--- config.mk ---
export PLATFORM = sky130hd
export DESIGN_NAME = nested_epc_stack
export DESIGN_NICKNAME = d
export VERILOG_FILES = /design/src/rtl/nested_epc_stack.sv
export SDC_FILE = /design/constraint.sdc
export NUM_CORES = 1
export LEC_CHECK = 0
export ABC_CLOCK_PERIOD_IN_PS = 7200
export CORE_MARGIN = 10
export CORE_UTILIZATION = 50
export CTS_CLUSTER_SIZE = 30
export DETAILED_ROUTE_END_ITERATION = 10
export GPL_TIMING_DRIVEN = 0
export HOLD_SLACK_MARGIN = 0.06
export PLACE_DENSITY = 0.74
export SYNTH_ARGS = -nofsm -noshare
export SYNTH_HDL_FRONTEND = slang
export SYNTH_SLANG_ARGS = --single-unit
--- constraint.sdc ---
create_clock -name clk -period 7.2 [get_ports clk]
set_input_delay 2.16 -clock clk [delete_from_list [all_inputs] [get_ports clk]]
set_output_delay 2.16 -clock clk [all_outputs]
set_load 0.05 [all_outputs]
--- src/rtl/nested_epc_stack.sv ---
// nested_epc_stack
//   LIFO stack of DEPTH exception return addresses, each stored with its
//   branch-delay flag. It replaces the single nested EPC register in CP0.
//   Hardware exception entry pushes, ERET pops, and MTC0 overwrites the
//   top entry.
//
//   Storage is a circular buffer. top_q points at the newest entry, and
//   count_q holds the number of valid entries.
//
// Ports
//   clk        in   system clock, rising edge
//   rst        in   asynchronous active-low reset
//   we_h       in   hardware exception entry (push adjusted pc_p)
//   r_h        in   hardware ERET (pop)
//   we_s       in   MTC0 write of write_data into the top entry
//   bd_p       in   faulting instruction sits in a branch delay slot
//   pc_p       in   PC of the faulting instruction
//   write_data in   software write value
//   clr_flags  in   clear the sticky ovf/unf flags
//   read_data  out  top-entry EPC, 0 when empty
//   bd_top     out  top-entry BD flag, 0 when empty
//   count      out  number of valid entries
//   ovf        out  sticky: push while full
//   unf        out  sticky: pop while empty
//
// Build option
//   EPC_STACK_WRAP_EN  defined  : a push on full overwrites the oldest entry
//                      undefined: a push on full is dropped
module nested_epc_stack #(
  parameter int WIDTH = 32,
  parameter int DEPTH = 4
) (
  input  logic                     clk,
  input  logic                     rst,
  input  logic                     we_h,
  input  logic                     r_h,
  input  logic                     we_s,
  input  logic                     bd_p,
  input  logic [WIDTH-1:0]         pc_p,
  input  logic [WIDTH-1:0]         write_data,
  input  logic                     clr_flags,
  output logic [WIDTH-1:0]         read_data,
  output logic                     bd_top,
  output logic [$clog2(DEPTH):0]   count,
  output logic                     ovf,
  output logic                     unf
);

  localparam int PW = $clog2(DEPTH);
  localparam int CW = PW + 1;

  logic [WIDTH-1:0] epc_q [DEPTH];
  logic             bd_q  [DEPTH];
  logic [PW-1:0]    top_q, top_d;
  logic [CW-1:0]    count_q, count_d;
  logic             ovf_q, ovf_d;
  logic             unf_q, unf_d;

  // Single write port into the entry array.
  logic             wr_en;
  logic [PW-1:0]    wr_idx;
  logic [WIDTH-1:0] wr_epc;
  logic             wr_bd;
  logic             ovf_set, unf_set;

  logic             empty, full;
  logic [WIDTH-1:0] push_val;

  assign empty    = (count_q == '0);
  assign full     = (count_q == CW'(DEPTH));
  // A fault in a delay slot restarts at the branch. The subtraction wraps mod 2^WIDTH.
  assign push_val = bd_p ? (pc_p - WIDTH'(4)) : pc_p;

  always_comb begin
    wr_en   = 1'b0;
    wr_idx  = top_q;
    wr_epc  = push_val;
    wr_bd   = bd_p;
    top_d   = top_q;
    count_d = count_q;
    ovf_set = 1'b0;
    unf_set = 1'b0;

    if (we_h) begin
      if (r_h && !empty) begin
        // ERET and a new exception in the same cycle: replace the top entry in place.
        wr_en = 1'b1;
      end else if (!full) begin
        top_d   = top_q + PW'(1);
        wr_idx  = top_q + PW'(1);
        wr_en   = 1'b1;
        count_d = count_q + CW'(1);
      end else begin
        ovf_set = 1'b1;
`ifdef EPC_STACK_WRAP_EN
        // Full: advancing top lands on the oldest entry, which is overwritten.
        top_d  = top_q + PW'(1);
        wr_idx = top_q + PW'(1);
        wr_en  = 1'b1;
`endif
      end
    end else if (r_h) begin
      if (empty) begin
        unf_set = 1'b1;
      end else begin
        top_d   = top_q - PW'(1);
        count_d = count_q - CW'(1);
      end
    end else if (we_s) begin
      wr_epc = write_data;
      wr_en  = 1'b1;
      if (empty) begin
        // An MTC0 write on an empty stack creates the first entry.
        top_d   = top_q + PW'(1);
        wr_idx  = top_q + PW'(1);
        wr_bd   = 1'b0;
        count_d = CW'(1);
      end else begin
        wr_bd = bd_q[top_q];
      end
    end

    // When a flag is set and cleared in the same cycle, the set takes effect.
    ovf_d = (ovf_q & ~clr_flags) | ovf_set;
    unf_d = (unf_q & ~clr_flags) | unf_set;
  end

  always_ff @(posedge clk or negedge rst) begin
    if (!rst) begin
      for (int i = 0; i < DEPTH; i++) begin
        epc_q[i] <= '0;
        bd_q[i]  <= 1'b0;
      end
      top_q   <= '0;
      count_q <= '0;
      ovf_q   <= 1'b0;
      unf_q   <= 1'b0;
    end else begin
      if (wr_en) begin
        epc_q[wr_idx] <= wr_epc;
        bd_q[wr_idx]  <= wr_bd;
      end
      top_q   <= top_d;
      count_q <= count_d;
      ovf_q   <= ovf_d;
      unf_q   <= unf_d;
    end
  end

  assign read_data = empty ? '0 : epc_q[top_q];
  assign bd_top    = empty ? 1'b0 : bd_q[top_q];
  assign count     = count_q;
  assign ovf       = ovf_q;
  assign unf       = unf_q;

endmodule

== After elaboration in Yosys (flattened, before gate mapping) ==
Cells that the tools add are included.
Word-level totals
  logic and storage cells: 86
  input port bits: 71
  flip-flop bits (word level): 139
Cells by class
  bitwise operators: 7
  reductions and logical operators: 7
  order comparisons: 3
  muxes and demuxes: 48
  add/subtract/negate cells: 5
  equality and inequality tests: 4
Operators with widths (count)
  $mux 32: 8
  $bwmux 128: 1
  $bmux 32 s2: 1
  $demux 32 s2: 1
  $sub 32x3->32 const B: 1
  $mux 3: 7
  $mux 1: 18
  $mux 2: 9
  $ge 3x3->1 const B: 2
  $not 2->3: 2
  $reduce_bool 3->1: 2
  $reduce_and 5->1: 1
  $bwmux 4: 1
  $ne 2x2->1 const B: 2
  $add 3x1->3 const B: 1
  $eq 3x3->1 const B: 1
  $logic_not 3->1: 1
  $lt 3x1->1 const B: 1
  $ne 3x3->1 const B: 1
  $sub 3x1->3 const B: 1
  $add 2x1->2 const B: 1
  $and 1x1->1: 2
  $bmux 1 s2: 1
  $demux 1 s2: 1
  5 further kinds: 7

== Longest topological paths before layout ==
Gate-level depths: netlist of run 1.
  depth after elaboration: 11
  depth in mapped cells: 9
  mapped depth without buffers: 7

== Worst setup path after synthesis of run 1 ==
OpenSTA, ideal clock, no wires.
  path kind: register to output
  start point: reg count_q[0] (netlist: count[0])
  end point: out read_data[22]
  cell stages (with the launch flop): 7
  buffers on the path: 2
  setup slack: 2.910 ns
  arrival: 2.130 ns
  cell sequence: dfrtp_1 inv_1 ha_1 nand2b_1 clkbuf_1 clkbuf_1 and2_1
On the way
  word-level cells in the longest chain between the ends: 2
Ends and longest elaborated chain
  start: declaration: RTL line 55  | logic [CW-1:0] count_q, count_d;
  start signal: assignment: RTL line 144  | count_q <= count_d;
  $logic_not 3->1: RTL line 69  | assign empty = (count_q == '0);
  $mux 32: RTL line 150  | assign read_data = empty ? '0 : epc_q[top_q];
  end: declaration: RTL line 42  | output logic [WIDTH-1:0] read_data,
No other way between the ends.

== Worst setup path in the final report of run 1 ==
  start point: reg count_q[0] (netlist: count[0])
  end point: out read_data[20]
The elaborated chain is that of the path after synthesis.

==> reports/qor.yml, run 1 <==
outcome:
  run_status: "complete, no violations"
route:
  vias: 5781
  vias_per_cell: 6.05
  post-route-drc-count: 0
  routedWlPerCell_um: 21.9
  drt_iter0_markers: 360
  drt.antenna.violating_nets: 0
  first_pass_iters: 5
  wirelength_um: 21000
logic_synthesis:
  synthFlopType: "dfrtp_1"
  syn_inst: 629
  synth_commonest_cells: "139 x dfrtp_1, 88 x mux2_2, 39 x mux2_1, 39 x nand2_1, 35 x and2_1"
  synth_edf_count: 0
  synth_top_area_share_pct: 45.4
  yosysMostFrequentCell: "dfrtp_1"
  syn_nets: 704
  avgSynthCellArea_um2: 12.2
  async_reset_ff_share_pct: 100
  synth_cell_types: 64
  yosys.area.top_type: "dfrtp_1"
  synth_warnings: 0
  postSynthRegisterBits: 139
  yosysSeqAreaShare_pct: 45.4
  synth_area_um2: 7670
  synthTopCellsByArea: "dfrtp_1 45%, mux2_2 13%, mux4_2 9.7%"
placed_design:
  gp_congestion: 0.890
  place_area_um2: 8990
  pre_cts_ws_ns: 2.10
  dp_hpwl_um: 15200
  io_buffers: 106
floorplan:
  die_x_um: 144
  coreArea_um2: 15100
  die_area_um2: 20700
  rows: 45
  fp.dieH_um: 144
  io_pins: 109
  start_util_pct: 50.8
power_and_ir_drop:
  combPwrFrac_pct: 53.7
  sequentialPowerShare_pct: 27.4
  p_int_mw: 2.98
  p_clk_share_pct: 19.0
  power_leakage_nw: 3.81
  irDropWorstVdd_v: 0.000442
  switching_share_pct: 40.8
  p_sw_mw: 2.06
  powerDensity_nw_per_um2: 523
cts:
  cts.sink_count: 139
  post_cts.repair.setup_buffers: 0
  cts.clk_slew.worst_paths_ns: 0.06
  worstSkewPairLatency_ns: 0.43
  cts_resized: 0
  h-tree-depth: 4
  clockBufferDepth: 2
  clockRootBuffer: "clkbuf_16"
  hold_buffers: 0
  numCtsBuffers: 17
  cts_tree: "yes"
setup_path:
  required_ns: 5.04
  worstSetupEndpointType: "output port"
  arrival_ns: 3.41
  crit_path_max_fanout: 10
  path_class: "reg -> out"
  rrSetupSlack_ns: 4.18
  start_kind: "register"
grt:
  overflow: 0
  grt.total_usage_pct: 20.9
  grt_pass1_wl_um: 33400
  grt_max_degree: 108
  antenna_found_initial: 0
  grt_pass1_vias: 6232
sta:
  timing.final.ws_setup_ns: 1.63
  min_period_ns: 5.57
  final-hold-violation-count: 0
  setup_viol: 0
  whs_ns: 0.485
  slew_violations: 0
  fmax_ghz: 0.180
  skew_ns: 0.0102
  rsz0062_at_grt: "false"
  period_share_pct: 77.3
  relSlewSlack_pct: 35.9
  tightest_slew_ns: 0.959
finish:
  nNetsFinal: 830
  drive_above_1_share_pct: 25.5
  utilization_pct: 63.9
  num-fill-cells: 1178
  final_area_um2: 9640
  area_growth_pct: 25.7
  antennaDiodeCount: 0
worst_hold_path:
  hp-class: "reg -> reg"
flow_run:
  drv_cap: 0
-- cells in the final DEF, fill, tap and decap left out, types with 5 or more instances in the layout --
cell | synthesis | routed
o211ai_1 | 5 | 5
clkbuf_1 | 15 | 15
nand4_1 | 7 | 7
xnor2_1 | 7 | 7
and2_1 | 35 | 35
clkbuf_16 | 0 | 17
clkdlybuf4s50_1 | 0 | 105
o21ai_0 | 32 | 32
or3_1 | 5 | 5
xor2_1 | 6 | 6
a21oi_1 | 10 | 10
dfrtp_1 | 139 | 139
or4_1 | 6 | 6
mux2_1 | 39 | 39
nor3_1 | 7 | 7
a31oi_1 | 11 | 11
inv_1 | 14 | 14
mux4_2 | 33 | 33
nand3_1 | 8 | 8
nor2_1 | 24 | 24
nand2_1 | 39 | 39
buf_2 | 21 | 21
mux2_2 | 88 | 88
-- metrics by stage --
| stage | total power, mW | std cells | TNS (ns) |
|---|---|---|---|
| finish | 5.04 | 956 | 0 |
| global route | 5.29 | 956 | 0 |
| CTS | 5.08 | 956 | 0 |
| floorplan | 3.27 | 629 | 0 |
| detailed placement | 4.10 | 924 | 0 |
| global placement | 4.01 | 923 | -161.80 |
-- kinds of logic (layout without fill, tap and decap cells) --
| logic type | after synthesis | in the layout | synth area share (%) |
|---|---|---|---|
| AO/OA/AOI/OAI | 89 | 89 | 7.68 |
| XOR/XNOR | 13 | 13 | 1.48 |
| adder cells (fa/ha/maj) | 4 | 4 | 0.653 |
| buffers and inverters | 54 | 193 | 3.03 |
| flip-flops | 139 | 139 | 45.4 |
| multiplexers | 164 | 164 | 29.0 |
| AND/OR/NAND/NOR | 166 | 166 | 12.8 |
-- layout make-up --
| class | instances | area (µm²) | share of cell area [%] |
|---|---|---|---|
| multi-input combinational | 436 | 3960 | 41.0 |
| sequential | 139 | 3480 | 36.1 |
| timing repair buffer | 107 | 1090 | 11.3 |
| clock buffer | 18 | 439 | 4.55 |
| tap | 188 | 235 | 2.44 |
| clock inverter | 14 | 209 | 2.17 |
| buffer | 40 | 180 | 1.87 |
| inverter | 14 | 52.6 | 0.545 |
-- final timing paths --
path / from / endpoint / depth (start not counted)
max: count[0]$_DFFE_PN0P_ / read_data[20] / 7
min: epc_q[114]$_DFFE_PN0P_ / epc_q[114]$_DFFE_PN0P_ / 1
max reg2reg: count[0]$_DFFE_PN0P_ / epc_q[16]$_DFFE_PN0P_ / 9
min reg2reg: epc_q[114]$_DFFE_PN0P_ / epc_q[114]$_DFFE_PN0P_ / 1
max in group asynchronous: rst / epc_q[34]$_DFFE_PN0P_ / 2
min in group asynchronous: rst / epc_q[50]$_DFFE_PN0P_ / 1
-- critical path: stages (launching register included) --
cell and delay [ns]:
dfrtp_1 0.48, inv_1 0.13, ha_1 0.24, nand2b_1 0.14, clkbuf_1 0.43, clkbuf_1 0.46, and2_1 0.27, clkdlybuf4s50_1 0.83
-- layer usage --
| layer | vias up | global-route usage, % | share of wire [%] |
|---|---|---|---|
| met5 | - | 0 | 0 |
| met4 | 0 | 7.31 | 2.0 |
| met3 | 33 | 4.92 | 4.6 |
| met2 | 169 | 36.9 | 53 |
| met1 | 2979 | 24.3 | 40 |
| li1 | 2600 | - | - |
-- power by group through the flow --
stage               clock network, mW  logic, mW  registers [mW]
CTS                             0.965       2.74            1.38
floorplan                           0       1.92            1.35
global placement                    0       2.67            1.34
detailed placement                  0       2.72            1.38
finish                          0.957       2.70            1.38
global route                     1.00       2.87            1.42
-- sequential cells by signal (all words and copies together) (netlist names) --
register and flops:
epc_q 128, bd_q 4, count 3, top_q 2, ovf 1, unf 1
No activity file was read; power rests on OpenSTA's default activity.
==> run 2: changes to the inputs <==
--- a/config.mk
+++ b/config.mk
@@ -5,14 +5,14 @@
 export SDC_FILE = /design/constraint.sdc
 export NUM_CORES = 1
 export LEC_CHECK = 0
-export ABC_CLOCK_PERIOD_IN_PS = 7200
+export ABC_CLOCK_PERIOD_IN_PS = 4800
 export CORE_MARGIN = 10
 export CORE_UTILIZATION = 50
 export CTS_CLUSTER_SIZE = 30
 export DETAILED_ROUTE_END_ITERATION = 10
 export GPL_TIMING_DRIVEN = 0
 export HOLD_SLACK_MARGIN = 0.06
-export PLACE_DENSITY = 0.74
+export PLACE_DENSITY = 0.77
 export SYNTH_ARGS = -nofsm -noshare
 export SYNTH_HDL_FRONTEND = slang
 export SYNTH_SLANG_ARGS = --single-unit
==> constraint.sdc (replaced) <==
create_clock -name clk -period 4.8 [get_ports clk]
set_input_delay 1.44 -clock clk [delete_from_list [all_inputs] [get_ports clk]]
set_output_delay 1.44 -clock clk [all_outputs]
set_load 0.05 [all_outputs]
==> reports/qor.yml, run 2 (synthesis gave the netlist of run 1 again) <==
sta:
  min_period_ns: 4.59
  final-hold-violation-count: 0  # unchanged
  fmax_ghz: 0.218
  timing.final.ws_setup_ns: 0.208  # -1.43 ns
  whs_ns: 0.486  # +0.000958 ns
  skew_ns: 0.00620  # -0.00401 ns
  tightest_slew_ns: 0.977  # +0.0182 ns
  period_share_pct: 95.7
  setup_viol: 0  # unchanged
  rsz0062_at_grt: "false"
  slew_violations: 0  # unchanged
  relSlewSlack_pct: 34.7  # -1.2 points
finish:
  num-fill-cells: 1176  # -0.17%
  antennaDiodeCount: 0  # unchanged
  drive_above_1_share_pct: 25.4  # -0.16 points
  final_area_um2: 9550  # -1.0%
  multiInputGateArea_um2: 3960  # unchanged
  largest_register_ffs: 128  # unchanged
  final_cell_mix: "139 x dfrtp_1, 104 x clkdlybuf4s50_1, 88 x mux2_2, 39 x nand2_1, 39 x mux2_1"
  fin_cells: 953  # -0.31%
  top_register: "epc_q"
  nNetsFinal: 829  # -0.12%
  final_common_cell: "dfrtp_1"
  seqCellArea_um2: 3480  # unchanged
  utilization_pct: 63.3  # -0.64 points
  area_growth_pct: 24.5
floorplan:
  fp.dieH_um: 144  # unchanged
  die_x_um: 144  # unchanged
  die_area_um2: 20700  # unchanged
  rows: 45  # unchanged
  coreArea_um2: 15100  # unchanged
  start_util_pct: 50.8  # unchanged
  io_pins: 109  # unchanged
grt:
  grt_max_degree: 107  # -0.93%
  grt_pass1_vias: 6249  # +0.27%
  overflow: 0  # unchanged
  antenna_found_initial: 0  # unchanged
  grt_pass1_wl_um: 34000  # +1.9%
  grt.total_usage_pct: 21.1  # +0.19 points
setup_path:
  crit_start: "count[0]$_DFFE_PN0P_"
  timing.rr.start: "count[0]$_DFFE_PN0P_"
  start_kind: "register"
  reg2reg_depth: 8  # -1
  rrSetupSlack_ns: 1.87  # -2.31 ns
  worstSetupEndpointType: "output port"
  path_class: "reg -> out"
  cpPeakStageDelay_ns: 0.81  # -0.02 ns
  required_ns: 3.36  # -1.68 ns
  crit_path_max_fanout: 10  # unchanged
  worstReg2RegEnd: "epc_q[21]$_DFFE_PN0P_"
  slowest_stage: "clkdlybuf4s50_1"
  arrival_ns: 3.15  # -0.26 ns
  cp_cell_sequence: "inv_1 -> ha_1 -> nand2b_1 -> clkbuf_2 -> clkbuf_1 -> and2_1 -> clkdlybuf4s50_1"
cts:
  numCtsBuffers: 17  # unchanged
  cts_tree: "yes"
  cts.sink_count: 139  # unchanged
  post_cts.repair.setup_buffers: 0  # unchanged
  clockRootBuffer: "clkbuf_16"
  clockBufferDepth: 2  # unchanged
  worstSkewPairLatency_ns: 0.42  # about the same
  h-tree-depth: 4  # unchanged
  cts.clk_slew.worst_paths_ns: 0.06  # about the same
route:
  post-route-drc-count: 0  # unchanged
  routedWlPerCell_um: 22.1  # +0.60%
  vias_per_cell: 6.11  # +0.99%
  drt_iter0_markers: 473  # +31%
  drt.antenna.violating_nets: 0  # unchanged
  vias: 5820  # +0.67%
  first_pass_iters: 4  # -1
  wirelength_um: 21000  # +0.29%
placed_design:
  place_area_um2: 8990  # unchanged
  dp_hpwl_um: 15200  # -0.22%
  dp.cells: 924  # unchanged
  pre_cts_ws_ns: 0.387  # -1.71 ns
  io_buffers: 106  # unchanged
  gp_congestion: 0.894  # +0.53%
worst_hold_path:
  hp-class: "reg -> reg"
  whs_path_depth: 1  # unchanged
  hold_path_end: "epc_q[97]$_DFFE_PN0P_"
  holdCritStartpoint: "epc_q[97]$_DFFE_PN0P_"
power_and_ir_drop:
  combPwrFrac_pct: 54.8  # +1.1 points
  irDropWorstVdd_v: 0.000453  # +2.6%
  p_int_mw: 4.33  # +45%
  p_sw_mw: 3.02  # +47%
  power_leakage_nw: 3.77  # -0.88%
  powerDensity_nw_per_um2: 770  # +47%
  p_clk_share_pct: 16.8  # -2.2 points
  switching_share_pct: 41.1  # +0.32 points
  sequentialPowerShare_pct: 28.4  # +1.0 points
flow_run:
  drv_cap: 0  # unchanged
outcome:
  run_status: "complete, no violations"
## run 2: cell types whose count changed in the layout (fill, tap and decap cells not counted)
cell / before / now
clkinv_2: 0 / 4
inv_6: 4 / 0
bufinv_16: 4 / 1
clkbuf_8: 1 / 4
clkinv_4: 4 / 1
clkbuf_2: 0 / 2
buf_1: 3 / 2
clkdlybuf4s50_1: 105 / 104
dlygate4sd2_1: 0 / 1
inv_8: 1 / 0
## run 2: per-stage QoR
| step | power (mW) | setup TNS [ns] |
|---|---|---|
| floorplan | 4.91 | 0 |
| global placement | 6.01 | -403.62 |
| detailed placement | 6.15 | 0 |
| CTS | 7.40 | 0 |
| global route | 7.74 | 0 |
| finish | 7.35 | 0 |
## run 2: power by group through the flow
stage                     clock [mW]  sequential [mW]  combinational [mW]
after floorplan                    0             2.02                2.88
after global placement             0             2.02                3.99
after detailed placement           0             2.08                4.08
after CTS                       1.25             2.09                4.07
after global routing            1.30             2.16                4.28
final                           1.24             2.09                4.03
## run 2: worst max-delay path, delay by kind of cell, from the launching register on
family,cells,cell delay (ns)
DFF,1,0.49
adders and majority gates,1,0.24
buffers and inverters,4,1.62
and+or+nand+nor,2,0.37
## run 2: timing repair
| item | in CTS | in global routing |
|---|---|---|
| hold buffers | 0 | 0 |
| resized for setup | 2 | 2 |
| setup endpoints to repair | 22 | 26 |
| pin swaps | 0 | 0 |
## run 2: how the worst max path moves through the flow
stage,to,slack (ns)
after floorplan,read_data[22],1.23
after global placement,epc_q[96]$_DFFE_PN0P_,-2.91
after detailed placement,read_data[22],0.39
after CTS,read_data[10],0.03
after global routing,read_data[10],0.04
final,read_data[10],0.21
## run 2: final cells by class
| class | instances | area share [%] |
|---|---|---|
| clock inverters | 7 | 0.695 |
| flip-flops and latches | 139 | 36.4 |
| repair buffers | 107 | 11.4 |
| plain buffers | 39 | 1.87 |
| multi-input cells | 436 | 41.5 |
| well taps | 188 | 2.46 |
| clock buffers | 23 | 5.11 |
| inverters | 14 | 0.551 |
## run 2: routing by layer
metal	GRT usage, %	vias to the layer above	part of all wire, %
met2	36.2	189	52
met3	5.02	25	5.5
met4	6.02	0	1.3
li1	-	2587	-
met1	25.8	3019	41
met5	0	-	0
==> run 3: changes to the inputs <==
--- a/config.mk
+++ b/config.mk
@@ -5,14 +5,15 @@
 export SDC_FILE = /design/constraint.sdc
 export NUM_CORES = 1
 export LEC_CHECK = 0
-export ABC_CLOCK_PERIOD_IN_PS = 4800
+export ABC_CLOCK_PERIOD_IN_PS = 4250
 export CORE_MARGIN = 10
 export CORE_UTILIZATION = 50
 export CTS_CLUSTER_SIZE = 30
 export DETAILED_ROUTE_END_ITERATION = 10
 export GPL_TIMING_DRIVEN = 0
 export HOLD_SLACK_MARGIN = 0.06
-export PLACE_DENSITY = 0.77
+export PLACE_DENSITY_LB_ADDON = 0.1
+export SLEW_MARGIN = 20
 export SYNTH_ARGS = -nofsm -noshare
 export SYNTH_HDL_FRONTEND = slang
 export SYNTH_SLANG_ARGS = --single-unit
==> constraint.sdc (replaced) <==
create_clock -name clk -period 4.25 [get_ports clk]
set_input_delay 1.275 -clock clk [delete_from_list [all_inputs] [get_ports clk]]
set_output_delay 1.275 -clock clk [all_outputs]
set_load 0.05 [all_outputs]
==> reports/qor.yml, run 3 (synthesis gave the netlist of run 1 again) <==
finish:
  largest_register_ffs: 128  # unchanged
  final_cell_mix: "138 x dfrtp_1, 88 x mux2_2, 76 x clkdlybuf4s50_1, 39 x nand2_1, 39 x mux2_1"
  drive_above_1_share_pct: 26.5  # +1.1 points
  final_common_cell: "dfrtp_1"
  nNetsFinal: 829  # unchanged
  final_area_um2: 9640  # +1.0%
  antennaDiodeCount: 0  # unchanged
  area_growth_pct: 25.8
  top_register: "epc_q"
sta:
  fmax_ghz: 0.248
  skew_ns: 0.00947  # +0.00327 ns
  tightest_slew_ns: 1.01  # +0.0358 ns
  timing.final.ws_setup_ns: 0.213  # +0.00510 ns
  relSlewSlack_pct: 32.3  # -2.4 points
  final-hold-violation-count: 0  # unchanged
  setup_viol: 0  # unchanged
  period_share_pct: 95.0
  min_period_ns: 4.04
  slew_violations: 0  # unchanged
  whs_ns: 0.485  # -0.000115 ns
  rsz0062_at_grt: "false"
grt:
  grt.total_usage_pct: 21.0  # -0.16 points
  grt_pass1_wl_um: 33500  # -1.4%
  grt_pass1_vias: 6115  # -2.1%
  antenna_found_initial: 0  # unchanged
  overflow: 0  # unchanged
  grt_max_degree: 105  # -1.9%
setup_path:
  arrival_ns: 2.76  # -0.39 ns
  worstSetupEndpointType: "output port"
  required_ns: 2.97  # -0.39 ns
  start_kind: "register"
  path_class: "reg -> out"
  crit_path_max_fanout: 10  # unchanged
route:
  vias_per_cell: 6.04  # -1.2%
  post-route-drc-count: 0  # unchanged
  drt_iter0_markers: 402  # -15%
  wirelength_um: 20800  # -0.95%
  drt.antenna.violating_nets: 0  # unchanged
  first_pass_iters: 6  # +2
  routedWlPerCell_um: 21.8  # -1.1%
  vias: 5759  # -1.0%
cts:
  h-tree-depth: 4  # unchanged
  clockRootBuffer: "clkbuf_16"
  cts.clk_slew.worst_paths_ns: 0.06  # about the same
  cts_tree: "yes"
  numCtsBuffers: 17  # unchanged
  clockBufferDepth: 2  # unchanged
  hold_buffers: 0  # unchanged
  cts.sink_count: 139  # unchanged
  worstSkewPairLatency_ns: 0.43  # about the same
  post_cts.repair.setup_buffers: 0  # unchanged
outcome:
  run_status: "complete, no violations"
placed_design:
  place_area_um2: 9000  # about the same
  dp_hpwl_um: 15100  # -0.78%
  gp_congestion: 0.919  # +2.7%
  io_buffers: 106  # unchanged
  pre_cts_ws_ns: 0.00336  # -0.383 ns
power_and_ir_drop:
  powerDensity_nw_per_um2: 864  # +12%
  power_leakage_nw: 3.99  # +5.8%
  power_mw: 8.33  # +13%
  irDropWorstVdd_v: 0.000554  # +22%
floorplan:
  coreArea_um2: 15100  # unchanged
  io_pins: 109  # unchanged
  fp.dieH_um: 144  # unchanged
  start_util_pct: 50.8  # unchanged
  die_x_um: 144  # unchanged
  die_area_um2: 20700  # unchanged
  rows: 45  # unchanged
flow_run:
  drv_cap: 0  # unchanged
worst_hold_path:
  hp-class: "reg -> reg"
run 3: changes by cell type in the layout (fill, tap and decap cells not counted), sizes merged:
cell           before  now
dlygate4sd2         1   14
clkinvlp            1    4
clkinv              5    4
clkdlybuf4s50     104   76
inv                14   16
clkbuf             38   32
dlymetal6s2s        0   15
bufinv              1    4
run 3: path summary, 6_finish.rpt:
path                                   startpoint                      to  slack [ns]  cells after the start
max in group asynchronous                     rst    top_q[0]$_DFFE_PN0P_        2.74                      2
hold / removal             epc_q[120]$_DFFE_PN0P_  epc_q[120]$_DFFE_PN0P_        0.49                      1
setup / recovery             count[0]$_DFFE_PN0P_           read_data[20]        0.21                      7
min in group asynchronous                     rst  epc_q[123]$_DFFE_PN0P_        0.71                      1
setup reg to reg             count[0]$_DFFE_PN0P_   epc_q[46]$_DFFE_PN0P_        1.31                      9
hold reg to reg            epc_q[120]$_DFFE_PN0P_  epc_q[120]$_DFFE_PN0P_        0.49                      1
run 3: power by group:
group / total (mW) / switching (mW) / internal (mW)
Combinational: 4.41 / 2.47 / 1.94
Clock: 1.58 / 0.597 / 0.981
Sequential: 2.35 / 0.353 / 1.99
run 3: stage by stage:
stage	util (%)	std cells	setup TNS, ns
final	63.9	954	0
after global routing	63.9	954	0
after CTS	63.7	954	0
after floorplan	-	629	0
after global placement	59.4	923	-468.25
after detailed placement	59.6	924	0
run 3: repair_timing:
item | CTS | global route
endpoints found under the hold margin | 0 | 0
endpoints found under the setup margin | 29 | 15
pin swaps | 0 | 0
resized for setup | 22 | 15
run 3: layout make-up:
class,count,area [µm²]
Clock inverter,14,195
Inverter,14,52.6
Buffer,39,185
Multi-Input combinational cell,436,3960
Timing Repair Buffer,107,1110
Fill cell,1183,5450
Tap cell,188,235
Sequential cell,139,3480
Clock buffer,17,425
run 3: routing by layer:
| layer | vias up | part of all wire, % | wire [µm] | track usage [%] |
|---|---|---|---|---|
| met5 | - | 0 | 0 | 0 |
| met4 | 0 | 1.1 | 231 | 5.43 |
| met3 | 23 | 5.9 | 1230 | 5.21 |
| met2 | 188 | 52 | 10800 | 35.8 |
| met1 | 2948 | 41 | 8620 | 25.8 |
| li1 | 2600 | - | - | - |
run 3: critical path: stages (launching register included):
cell,delay [ns]
dfrtp_1,0.48
inv_1,0.12
ha_1,0.24
nand2b_1,0.14
clkbuf_2,0.27
clkbuf_2,0.31
and2_1,0.22
dlygate4sd2_1,0.55
